## config.mk

```make
export PLATFORM = sky130hd
export DESIGN_NAME = spi_tx_engine
export DESIGN_NICKNAME = d
export VERILOG_FILES = /design/src/rtl/spi_tx_engine.sv
export SDC_FILE = /design/constraint.sdc
export NUM_CORES = 1
export LEC_CHECK = 0
export ABC_CLOCK_PERIOD_IN_PS = 2170
export BUFFER_PORTS_ARGS = -buffer_cell sky130_fd_sc_hd__buf_2
export CAP_MARGIN = 20
export CORE_ASPECT_RATIO = 1.75
export CORE_MARGIN = 2
export CORE_UTILIZATION = 40
export DETAILED_ROUTE_END_ITERATION = 6
export PLACE_DENSITY = 0.67
export SETUP_SLACK_MARGIN = 0.1
export SYNTH_ARGS = -nofsm -noshare
export SYNTH_HDL_FRONTEND = slang
export SYNTH_SLANG_ARGS = --single-unit
```

## constraint.sdc

```tcl
create_clock -name pclk -period 2.17 [get_ports pclk]
set_input_delay 0.1085 -clock pclk [delete_from_list [all_inputs] [get_ports pclk]]
set_output_delay 0.1085 -clock pclk [all_outputs]
set_load 0.02 [all_outputs]
```

## src/rtl/spi_tx_engine.sv

```systemverilog
// SPI master transmit/receive engine: mode 0, MSB first, fed by a TX FIFO and feeding an RX FIFO.
// Optional macro SPI_TX_ENGINE_LOOPBACK_EN routes spi_sdo back into the receive sampler internally.
module spi_tx_engine #(
    parameter int CFG_FRAME_SIZE = 8,
    parameter int CFG_CLK_DIV    = 2
) (
    input  logic                      pclk,
    input  logic                      preset,
    input  logic                      enable,
    input  logic [CFG_FRAME_SIZE-1:0] tx_data_in,
    input  logic                      tx_flag_in,
    input  logic                      tx_empty_in,
    output logic                      tx_read_out,
    output logic [CFG_FRAME_SIZE-1:0] rx_data_out,
    output logic                      rx_write_out,
    input  logic                      rx_full_in,
    output logic                      rx_overflow_out,
    output logic                      spi_sck,
    output logic                      spi_ssel_n,
    output logic                      spi_sdo,
    input  logic                      spi_sdi,
    output logic                      busy_out,
    output logic                      tx_underrun_out
);
    localparam int BIT_W = $clog2(CFG_FRAME_SIZE);
    localparam int DIV_W = (CFG_CLK_DIV > 1) ? $clog2(CFG_CLK_DIV) : 1;
    localparam logic [BIT_W-1:0] BIT_LAST = BIT_W'(CFG_FRAME_SIZE - 1);
    localparam logic [DIV_W-1:0] DIV_LAST = DIV_W'(CFG_CLK_DIV - 1);

    typedef enum logic [1:0] {IDLE, SHIFT, HOLD, GAP} state_t;

    state_t                    r_state;
    logic [CFG_FRAME_SIZE-1:0] r_tx;
    logic [CFG_FRAME_SIZE-1:0] r_rx;
    logic                      r_flag;
    logic                      r_sck;
    logic                      r_ssel_n;
    logic [BIT_W-1:0]          r_bit_cnt;
    logic [DIV_W-1:0]          r_div_cnt;

    logic w_start;
    logic w_div_last;
    logic w_frame_end;
    logic w_chain;
    logic w_rx_bit;

`ifdef SPI_TX_ENGINE_LOOPBACK_EN
    assign w_rx_bit = spi_sdo;
`else
    assign w_rx_bit = spi_sdi;
`endif

    // Pop strobes are combinational so the FIFO word is consumed in the same cycle it is captured.
    assign w_start     = (r_state == IDLE) & enable & ~tx_empty_in & ~preset;
    assign w_div_last  = (r_div_cnt == DIV_LAST);
    assign w_frame_end = (r_state == SHIFT) & r_sck & w_div_last & (r_bit_cnt == BIT_LAST);
    assign w_chain     = w_frame_end & ~r_flag & enable & ~tx_empty_in;

    assign tx_read_out     = w_start | w_chain;
    assign rx_write_out    = w_frame_end;
    assign rx_overflow_out = w_frame_end & rx_full_in;
    assign tx_underrun_out = w_frame_end & ~r_flag & enable & tx_empty_in;
    assign rx_data_out     = r_rx;
    assign spi_sck         = r_sck;
    assign spi_ssel_n      = r_ssel_n;
    assign spi_sdo         = (r_state == SHIFT) ? r_tx[CFG_FRAME_SIZE-1] : 1'b0;
    assign busy_out        = (r_state != IDLE);

    always_ff @(posedge pclk or posedge preset) begin
        if (preset) begin
            r_state   <= IDLE;
            r_tx      <= '0;
            r_rx      <= '0;
            r_flag    <= 1'b0;
            r_sck     <= 1'b0;
            r_ssel_n  <= 1'b1;
            r_bit_cnt <= '0;
            r_div_cnt <= '0;
        end else begin
            case (r_state)
                IDLE: begin
                    r_sck     <= 1'b0;
                    r_ssel_n  <= 1'b1;
                    r_bit_cnt <= '0;
                    r_div_cnt <= '0;
                    if (w_start) begin
                        r_tx     <= tx_data_in;
                        r_flag   <= tx_flag_in;
                        r_ssel_n <= 1'b0;
                        r_state  <= SHIFT;
                    end
                end
                SHIFT: begin
                    if (!w_div_last) begin
                        r_div_cnt <= r_div_cnt + DIV_W'(1);
                    end else begin
                        r_div_cnt <= '0;
                        if (!r_sck) begin
                            r_sck <= 1'b1;
                            r_rx  <= {r_rx[CFG_FRAME_SIZE-2:0], w_rx_bit};
                        end else begin
                            r_sck <= 1'b0;
                            if (r_bit_cnt != BIT_LAST) begin
                                r_bit_cnt <= r_bit_cnt + BIT_W'(1);
                                r_tx      <= {r_tx[CFG_FRAME_SIZE-2:0], 1'b0};
                            end else begin
                                r_bit_cnt <= '0;
                                // Chained frame starts its low phase immediately: no sck gap.
                                if (w_chain) begin
                                    r_tx   <= tx_data_in;
                                    r_flag <= tx_flag_in;
                                end else begin
                                    r_state <= HOLD;
                                end
                            end
                        end
                    end
                end
                HOLD: begin
                    if (!w_div_last) begin
                        r_div_cnt <= r_div_cnt + DIV_W'(1);
                    end else begin
                        r_div_cnt <= '0;
                        r_ssel_n  <= 1'b1;
                        r_state   <= GAP;
                    end
                end
                GAP: begin
                    if (!w_div_last) begin
                        r_div_cnt <= r_div_cnt + DIV_W'(1);
                    end else begin
                        r_div_cnt <= '0;
                        r_state   <= IDLE;
                    end
                end
                default: r_state <= IDLE;
            endcase
        end
    end
endmodule
```

==> results.py, run 1 <==
metrics = {
    "timing": {
        "max_clock_freq_mhz": 513,
        "timing.final.max_slew_violations": 0,
        "worst_slew_pin_slew_ns": 0.328,
        "finalHoldViolCount": 0,
        "rsz0062_at_grt": "no",
        "finalSetupViolations": 0,
        "period_minus_slack_ns": 1.95,
        "fin_crit_sh": 0.898,
        "fin_ws_ns": 0.221,
        "max_slew_margin": 0.781,
        "setup-tns-final_ns": 0,
        "clock_skew_ns": 0.000972,
    },
    "worst_setup_path": {
        "cp_slowest_cell": "dfrtp_1",
        "critPathKind": "register to register",
        "r2r_slack_ns": 0.22,
        "ff2ff_path_depth": 7,
        "slowest_delay_ns": 0.41,
        "rr_endpoint": "r_tx[6]",
        "crit_end": "r_tx[6]",
        "timing.rr.start": "r_bit_cnt[0]",
        "critical_path.cell_chain": "ha_1, ha_2, nand4b_1, nor3_2, o31a_1, buf_12, mux2_1",
        "critPathLaunchType": "register",
        "arrival_ns": 2.10,
        "crit_path_start": "r_bit_cnt[0]",
        "critPathRequiredTime_ns": 2.32,
        "crit_fanout": 7,
        "endpoint_kind": "register",
    },
    "floorplan": {
        "start_util": 0.418,
        "placementRows": 27,
        "die_height_um": 80.2,
        "die_w_um": 47.6,
        "core-area_um2": 3180,
        "pin_count": 31,
        "dieArea_um2": 3820,
    },
    "drt": {
        "highest_layer": "met4",
        "drt-total-wl_mm": 2.61,
        "met2WireLength_mm": 1.42,
        "first_pass_iters": 4,
        "drt-vias-per-instance": 5.07,
        "route.vias.total": 1029,
        "wl_per_cell_um": 12.9,
        "drt_first_iter_violations": 11,
        "drc": 0,
        "wl_met1_mm": 1.05,
        "ant_nets": 0,
        "dr_wl_met3_um": 123,
    },
    "logic_synthesis": {
        "synth_cell_type_count": 35,
        "ys_seq_area_frac": 0.472,
        "syn_avg_cell_area_um2": 10.5,
        "syn_nets": 148,
        "syn_area_um2": 1330,
        "ys_warn_count": 0,
        "ys_seq_elements": 25,
        "syn_inst": 127,
    },
    "grt": {
        "antenna_found_initial": 0,
        "grt_max_degree": 27,
        "grt_pass1_wl_mm": 4.27,
        "grt_pass1_vias": 1016,
        "grt_overflow": 0,
        "grt.total_usage": 0.153,
    },
    "clock_network": {
        "cts_tree": "done",
        "clk_pin_slew_ns": 0.08,
        "htree_levels": 1,
        "clk_path_buf_depth": 2,
        "worst_skew_pair.late_latency_ns": 0.26,
        "cts_sinks": 25,
        "cts_root_buf": "clkbuf_8",
        "cts_buffers": 3,
    },
    "placed_design": {
        "hpwl_mm": 1.96,
        "routabilityCongestion": 0.862,
        "placed_cell_area_um2": 1530,
        "preCtsSetupSlack_ns": 0.0499,
        "portBuffers": 30,
    },
    "min_path": {
        "min_path_type": "input port to register",
    },
    "layout": {
        "regArea_um2": 627,
        "fill_cells": 314,
        "multi_input_area_um2": 649,
        "final_nets": 182,
        "layout_commonest_cell": "buf_2",
        "final_design_area_no_fill_um2": 1620,
        "mostFrequentLayoutCells": "buf_2 (30), dfrtp_1 (24), nand2_1 (21)",
        "n_antenna_cell": 0,
        "drive_gt1_frac": 0.363,
        "syn2layout_area_growth_pct": 22.2,
    },
    "power": {
        "ir_worst_vdd_mv": 0.882,
        "power_leakage_nw": 0.802,
        "powerDensity_nw_per_um2": 1450,
    },
    "job": {
        "drv_cap": 0,
    },
    "outcome": {
        "status": "complete, no violations",
    },
}
[cell usage after synthesis]
library cell	count	share of area
dfrtp_1	24	0.45
nand2_1	21	0.059
mux2_2	10	0.085
nor2_1	10	0.028
mux2_1	9	0.076
inv_1	8	0.023
ha_1	6	0.056
clkbuf_1	4	0.011
a21oi_1	3	0.011
a22o_1	3	0.020
buf_2	3	0.011
and2_1	2	0.0094
o21ai_0	2	0.0075
a211oi_2	1	0.0094
a21boi_1	1	0.0057
a21o_1	1	0.0057
a31oi_1	1	0.0047
buf_4	1	0.0057
dfstp_2	1	0.020
mux2i_1	1	0.0075
nand2b_1	1	0.0047
nand3_1	1	0.0038
nand4_1	1	0.0047
nand4b_1	1	0.0066
nor2b_1	1	0.0047
nor3_2	1	0.0075
nor3b_4	1	0.014
nor4_1	1	0.0047
o21ai_1	1	0.0038
o22ai_1	1	0.0047
o31a_1	1	0.0066
o31ai_1	1	0.0057
or2_2	1	0.0047
or3b_4	1	0.0085
xor2_1	1	0.0066
[critical path: cells and delay by family (launching register included)]
family | cells | cell delay [ns]
adders and majority gates | 2 | 0.42
AOI/OAI and AO/OA | 1 | 0.35
buffers and inverters | 1 | 0.16
DFF | 1 | 0.41
muxes | 1 | 0.31
and+or+nand+nor | 2 | 0.20
[worst min-delay path by stage]
stage,from,end,slack (ns),depth (start not counted)
floorplan,preset,r_bit_cnt[0],0.14,1
global placement,preset,spi_sck,0.18,3
detailed placement,preset,spi_sck,0.19,3
CTS,tx_flag_in,r_flag,0.05,2
global route,tx_flag_in,r_flag,0.05,2
finish,tx_flag_in,r_flag,0.05,2
[layer usage]
layer	vias up	track usage
met5	-	0
met4	0	0.0676
met3	2	0.0247
met2	33	0.259
met1	502	0.179
li1	492	-
[where the power goes]
part	switching (mW)	internal (mW)
registers	0.170	0.693
clock network	0.144	0.128
logic	0.631	0.590
total	0.945	1.41
[through the flow]
step	std cells	util	hold slack, ns	total power, mW
after floorplan	127	-	0.144	1.71
after global placement	196	0.480	0.185	1.93
after detailed placement	196	0.480	0.190	2.00
after CTS	203	0.507	0.0492	2.37
after global routing	203	0.511	0.0482	2.54
final	203	0.511	0.0516	2.36
[cells by family (layout without fill, tap and decap cells)]
family	count (synthesis)	in the layout	share of synthesized area
flops	25	25	0.472
mux	20	20	0.169
fa+ha+maj	6	6	0.0565
simple gates	43	43	0.161
buf+inv	16	49	0.0508
xor+xnor	1	1	0.00659
compound gates	16	16	0.0848
[state kept, by name (all words and copies together), names as in the netlist]
register,cells
rx_data_out,8
r_state,2
r_tx,8
spi_sck,1
r_bit_cnt,3
spi_ssel_n,1
r_flag,1
r_div_cnt,1
[what timing repair did]
item | 4_1_cts | 5_1_grt
pin swaps | 1 | 1
endpoints found under the setup margin | 7 | 7
hold buffers | 1 | 0
endpoints found under the hold margin | 24 | 0
buffers inserted | 2 | 0
resized for setup | 1 | 2
[final cells by class]
cell class                      instances  share of cell area
Clock buffer                            3              0.0254
Clock inverter                          1             0.00308
Inverter                                8              0.0185
Multi-Input combinational cell         86               0.400
Sequential cell                        25               0.386
Tap cell                               43              0.0331
Timing Repair Buffer                   37               0.134
Note: power is estimated with default switching activity, not from simulation.
==> run 2: changes to the inputs <==
==> constraint.sdc (replaced) <==
create_clock -name pclk -period 2.17 [get_ports pclk]
set_input_delay 0.217 -clock pclk [delete_from_list [all_inputs] [get_ports pclk]]
set_output_delay 0.217 -clock pclk [all_outputs]
set_load 0.02 [all_outputs]
==> run 2 against run 1 <==
Against the previous run: design area decreased by 1.6%; clock-buffer cell count is 1 higher; cell count is 0.49% lower; clock skew rose by 0.00073 ns; via count fell by 2.3%; die area is the same; clock power hardly changed; sequential cell count unchanged; total power fell by 2.6%; fmax shrank 0.68%; critical path type unchanged; largest cell class unchanged.
==> results.py, run 2 (same netlist as run 1, synthesis figures left out) <==
metrics = {
    "outcome": {
        "status": "complete, no violations",
    },
    "worst_setup_path": {
        "arrival_ns": 2.11,
        "path_common_cell": "ha_1",
        "slowest_delay_ns": 0.38,
        "critPathLaunchType": "register",
        "crit_fanout": 7,
        "critPathRequiredTime_ns": 2.32,
        "critical_path.cell_chain": "ha_1, ha_1, nand4b_1, nor3_2, o31a_1, buf_4, mux2_1",
        "critPathKind": "register to register",
        "critPathBufInv": 1,
        "cp_top_family": "adder cells",
        "cp_slowest_cell": "dfrtp_1",
        "endpoint_kind": "register",
    },
    "layout": {
        "layout_commonest_cell": "buf_2",
        "n_antenna_cell": 0,
        "mostFrequentLayoutCells": "buf_2 (30), dfrtp_1 (24), nand2_1 (21)",
        "final_nets": 181,
        "drive_gt1_frac": 0.352,
        "syn2layout_area_growth_pct": 20.2,
    },
    "power": {
        "seqPwrFrac": 0.374,
        "ir_worst_vdd_mv": 0.780,
        "power_mw": 2.30,
        "internal-power_mw": 1.37,
        "powerDensity_nw_per_um2": 1440,
        "power.switching_mw": 0.926,
        "switching_share": 0.403,
        "power_leakage_nw": 0.795,
        "p_clk_frac": 0.118,
        "power_frac_comb": 0.508,
    },
    "drt": {
        "drc": 0,
        "drt_first_iter_violations": 17,
        "first_pass_iters": 4,
        "drt-total-wl_mm": 2.63,
        "ant_nets": 0,
        "drt-vias-per-instance": 4.98,
        "route.vias.total": 1005,
        "wl_per_cell_um": 13.0,
    },
    "clock_network": {
        "cts_hold_buf": 0,
        "cts_buffers": 3,
        "clk_path_buf_depth": 2,
        "cts_root_buf": "clkbuf_8",
        "cts_tree": "done",
        "cts_sinks": 25,
        "clk_pin_slew_ns": 0.08,
        "htree_levels": 1,
        "worst_skew_pair.late_latency_ns": 0.27,
    },
    "placed_design": {
        "preCtsSetupSlack_ns": 0.186,
        "hpwl_mm": 2.00,
        "routabilityCongestion": 0.835,
        "portBuffers": 30,
    },
    "timing": {
        "clock_skew_ns": 0.00170,
        "setup-tns-final_ns": 0,
        "fin_ws_ns": 0.208,
        "period_minus_slack_ns": 1.96,
        "max_clock_freq_mhz": 510,
        "finalHoldViolCount": 0,
        "max_slew_margin": 0.785,
        "rsz0062_at_grt": "no",
        "timing.final.max_slew_violations": 0,
        "worst_slew_pin_slew_ns": 0.323,
        "fin_crit_sh": 0.904,
        "finalSetupViolations": 0,
    },
    "grt": {
        "grt_overflow": 0,
        "grt.total_usage": 0.157,
        "grt_max_degree": 26,
        "grt_pass1_wl_mm": 4.29,
        "grt_pass1_vias": 1032,
        "antenna_found_initial": 0,
    },
    "floorplan": {
        "start_util": 0.418,
        "die_w_um": 47.6,
        "core-area_um2": 3180,
        "dieArea_um2": 3820,
        "pin_count": 31,
        "placementRows": 27,
        "die_height_um": 80.2,
    },
    "min_path": {
        "min_path_type": "input port to async pin",
    },
    "job": {
        "drv_cap": 0,
    },
}
-- run 2: cell types whose count changed in the layout (fill, tap and decap cells not counted) --
cell,before,now
ha_1,4,5
ha_2,1,0
buf_12,1,0
buf_4,5,6
clkinv_2,1,0
dlygate4sd3_1,1,0
clkbuf_1,0,1
-- run 2: metal layers --
layer	wire [um]	track usage	share of wire	up-vias
met5	0	0	0	-
met1	975	0.168	0.37	477
met4	63	0.0676	0.024	0
met2	1430	0.274	0.54	37
li1	-	-	-	486
met3	162	0.0382	0.062	5
-- run 2: final cells by class --
type | instances | area (um^2)
Inverter | 8 | 30.0
Tap cell | 43 | 53.8
Multi-Input combinational cell | 86 | 647
Clock buffer | 4 | 45.0
Fill cell | 317 | 1580
Sequential cell | 25 | 627
Timing Repair Buffer | 36 | 195
-- run 2: through the flow --
step           utilization  instances  hold slack, ns  instance area [um^2]
5_1_grt              0.503        202          0.0532                  1600
3_5_place_dp         0.483        197           0.331                  1530
3_3_place_gp         0.483        197           0.320                  1530
6_report             0.503        202          0.0234                  1600
4_1_cts              0.497        201          0.0359                  1580
2_1_floorplan            -        127           0.252                  1330
-- run 2: power by group through the flow --
stage | clock, mW | sequential [mW] | combinational (mW)
2_1_floorplan | 0 | 0.916 | 0.797
3_3_place_gp | 0 | 0.849 | 1.11
3_5_place_dp | 0 | 0.863 | 1.14
4_1_cts | 0.281 | 0.855 | 1.15
5_1_grt | 0.308 | 0.895 | 1.30
6_report | 0.270 | 0.859 | 1.17
-- run 2: worst register-to-register path, cell delays in order (launching register included) --
cell	delay (ns)
dfrtp_1	0.38
ha_1	0.16
ha_1	0.24
nand4b_1	0.16
nor3_2	0.22
o31a_1	0.19
buf_4	0.17
mux2_1	0.33
-- run 2: what timing repair did --
action                                  4_1_cts  5_1_grt
resized for setup                             0        2
endpoints found under the setup margin        0        8
buffers inserted                              0        1
-- run 2: final timing paths --
kind                            cells after the start  slack [ns]         start           end
worst max-delay path                                7        0.21  r_bit_cnt[0]       r_tx[5]
worst min-delay path                                3        0.02        preset  r_bit_cnt[2]
worst max register to register                      7        0.21  r_bit_cnt[0]       r_tx[5]
worst min register to register                      1        0.50       r_tx[3]       r_tx[3]
max in group asynchronous                           3        1.85        preset    spi_ssel_n
min in group pclk                                   2        0.16    tx_flag_in        r_flag
==> run 3: changes to the inputs <==
==> constraint.sdc (replaced) <==
create_clock -name pclk -period 2.17 [get_ports pclk]
set_input_delay 0.3255 -clock pclk [delete_from_list [all_inputs] [get_ports pclk]]
set_output_delay 0.3255 -clock pclk [all_outputs]
set_load 0.02 [all_outputs]
==> run 3 against run 2 <==
Against the previous run: sequential cell count is the same; clock power is essentially flat; largest cell class unchanged; critical path depth is the same; critical path type is now register to output port; largest power group unchanged.
==> results.py, run 3 (same netlist as run 1, synthesis figures left out) <==
metrics = {
    "power": {
        "powerDensity_nw_per_um2": 1420,
        "ir_worst_vdd_mv": 0.775,
        "power_leakage_nw": 0.801,
    },
    "timing": {
        "finalSetupViolations": 0,
        "max_clock_freq_mhz": 519,
        "period_minus_slack_ns": 1.93,
        "fin_crit_sh": 0.889,
        "max_slew_margin": 0.785,
        "setup-tns-final_ns": 0,
        "clock_skew_ns": 0.00347,
        "worst_slew_pin_slew_ns": 0.323,
        "rsz0062_at_grt": "yes",
        "fin_ws_ns": 0.242,
        "timing.final.max_slew_violations": 0,
        "finalHoldViolCount": 0,
    },
    "drt": {
        "wl_per_cell_um": 12.8,
        "drt-vias-per-instance": 4.91,
        "wl_met1_um": 991,
        "met2WireLength_mm": 1.43,
        "highest_layer": "met4",
        "drt-total-wl_mm": 2.62,
        "drt_first_iter_violations": 27,
        "drc": 0,
        "route.vias.total": 1001,
        "first_pass_iters": 5,
        "dr_wl_met3_um": 135,
        "ant_nets": 0,
    },
    "clock_network": {
        "worst_skew_pair.late_latency_ns": 0.27,
        "cts_tree": "done",
        "cts_root_buf": "clkbuf_8",
        "cts_buffers": 3,
        "htree_levels": 1,
        "clk_path_buf_depth": 2,
        "clk_pin_slew_ns": 0.08,
        "cts_hold_buf": 0,
        "cts_sinks": 25,
    },
    "worst_setup_path": {
        "critPathRequiredTime_ns": 1.84,
        "cp_slowest_cell": "dfrtp_1",
        "critical_path.cell_chain": "ha_1, ha_4, nand4b_1, nor2_1, a31oi_1, nor2_1, buf_4",
        "critPathLaunchType": "register",
        "arrival_ns": 1.60,
        "endpoint_kind": "output port",
        "slowest_delay_ns": 0.39,
        "critPathKind": "register to output port",
        "crit_fanout": 5,
        "path_common_cell": "nor2_1",
    },
    "job": {
        "drv_cap": 0,
    },
    "placed_design": {
        "preCtsSetupSlack_ns": 0.186,
        "placed_cell_area_um2": 1530,
        "portBuffers": 30,
        "hpwl_mm": 2.00,
        "routabilityCongestion": 0.835,
    },
    "layout": {
        "utilization": 0.513,
        "syn2layout_area_growth_pct": 22.5,
        "layout_commonest_cell": "buf_2",
        "final_nets": 183,
        "drive_gt1_frac": 0.373,
        "mostFrequentLayoutCells": "buf_2 (29), dfrtp_1 (24), nand2_1 (21)",
        "n_antenna_cell": 0,
        "final_design_area_no_fill_um2": 1630,
    },
    "grt": {
        "antenna_found_initial": 0,
        "grt_pass1_wl_mm": 4.29,
        "grt.total_usage": 0.157,
        "grt_pass1_vias": 1032,
        "grt_overflow": 0,
        "grt_max_degree": 26,
    },
    "floorplan": {
        "dieArea_um2": 3820,
        "die_w_um": 47.6,
        "placementRows": 27,
        "core-area_um2": 3180,
        "die_height_um": 80.2,
        "start_util": 0.418,
        "pin_count": 31,
    },
    "min_path": {
        "min_path_type": "input port to async pin",
    },
    "outcome": {
        "status": "complete, no violations",
    },
}
-- run 3: cell types whose count changed in the layout (fill, tap and decap cells not counted) --
cell / change
ha_1: -1
inv_1: -1
ha_4: +1
buf_2: -1
buf_4: +3
inv_2: +1
-- run 3: timing repair --
| action | 4_1_cts | 5_1_grt |
|---|---|---|
| setup endpoints to repair | 1 | 9 |
| buffers inserted | 0 | 3 |
| pin swaps | 0 | 2 |
| endpoints found under the hold margin | 0 | 0 |
| gates resized for setup | 1 | 5 |
-- run 3: worst paths after layout --
kind,cells past startpoint,to,start,slack (ns)
setup / recovery,7,tx_read_out,r_bit_cnt[0],0.24
hold / removal,3,spi_sck,preset,0.14
max in group asynchronous,3,spi_ssel_n,preset,1.74
setup reg to reg,6,r_tx[5],r_bit_cnt[0],0.29
min in group pclk,2,r_flag,tx_flag_in,0.27
hold reg to reg,1,r_tx[3],r_tx[3],0.49
-- run 3: per-stage QoR --
stage | std cells | hold WS (ns) | power (mW)
after CTS | 201 | 0.144 | 2.29
after global placement | 197 | 0.429 | 1.96
final | 204 | 0.136 | 2.31
after detailed placement | 197 | 0.439 | 2.00
after floorplan | 127 | 0.361 | 1.71
after global routing | 204 | 0.162 | 2.51
-- run 3: per-layer routing --
metal / up-vias / track usage
li1: 490 / -
met1: 472 / 0.168
met2: 34 / 0.274
met3: 5 / 0.0382
met4: 0 / 0.0676
met5: - / 0
-- run 3: power breakdown --
group	total (mW)	switching (mW)	internal, mW
clock	0.269	0.138	0.131
sequential	0.860	0.166	0.694
combinational	1.18	0.623	0.558
-- run 3: layout make-up --
class                   count  area, um^2
clock buffers               4        45.0
repair buffers             38         213
fillers                   317        1550
flip-flops and latches     25         627
well taps                  43        53.8
inverters                   8        30.0
multi-input cells          86         659
-- run 3: worst max-delay path, delay by kind of cell (launching register included) --
kind | cells | cell delay, ns
AO/OA/AOI/OAI | 1 | 0.13
buffers and inverters | 1 | 0.15
adder cells (fa/ha/maj) | 2 | 0.41
AND/OR/NAND/NOR | 3 | 0.24
flip-flops | 1 | 0.39
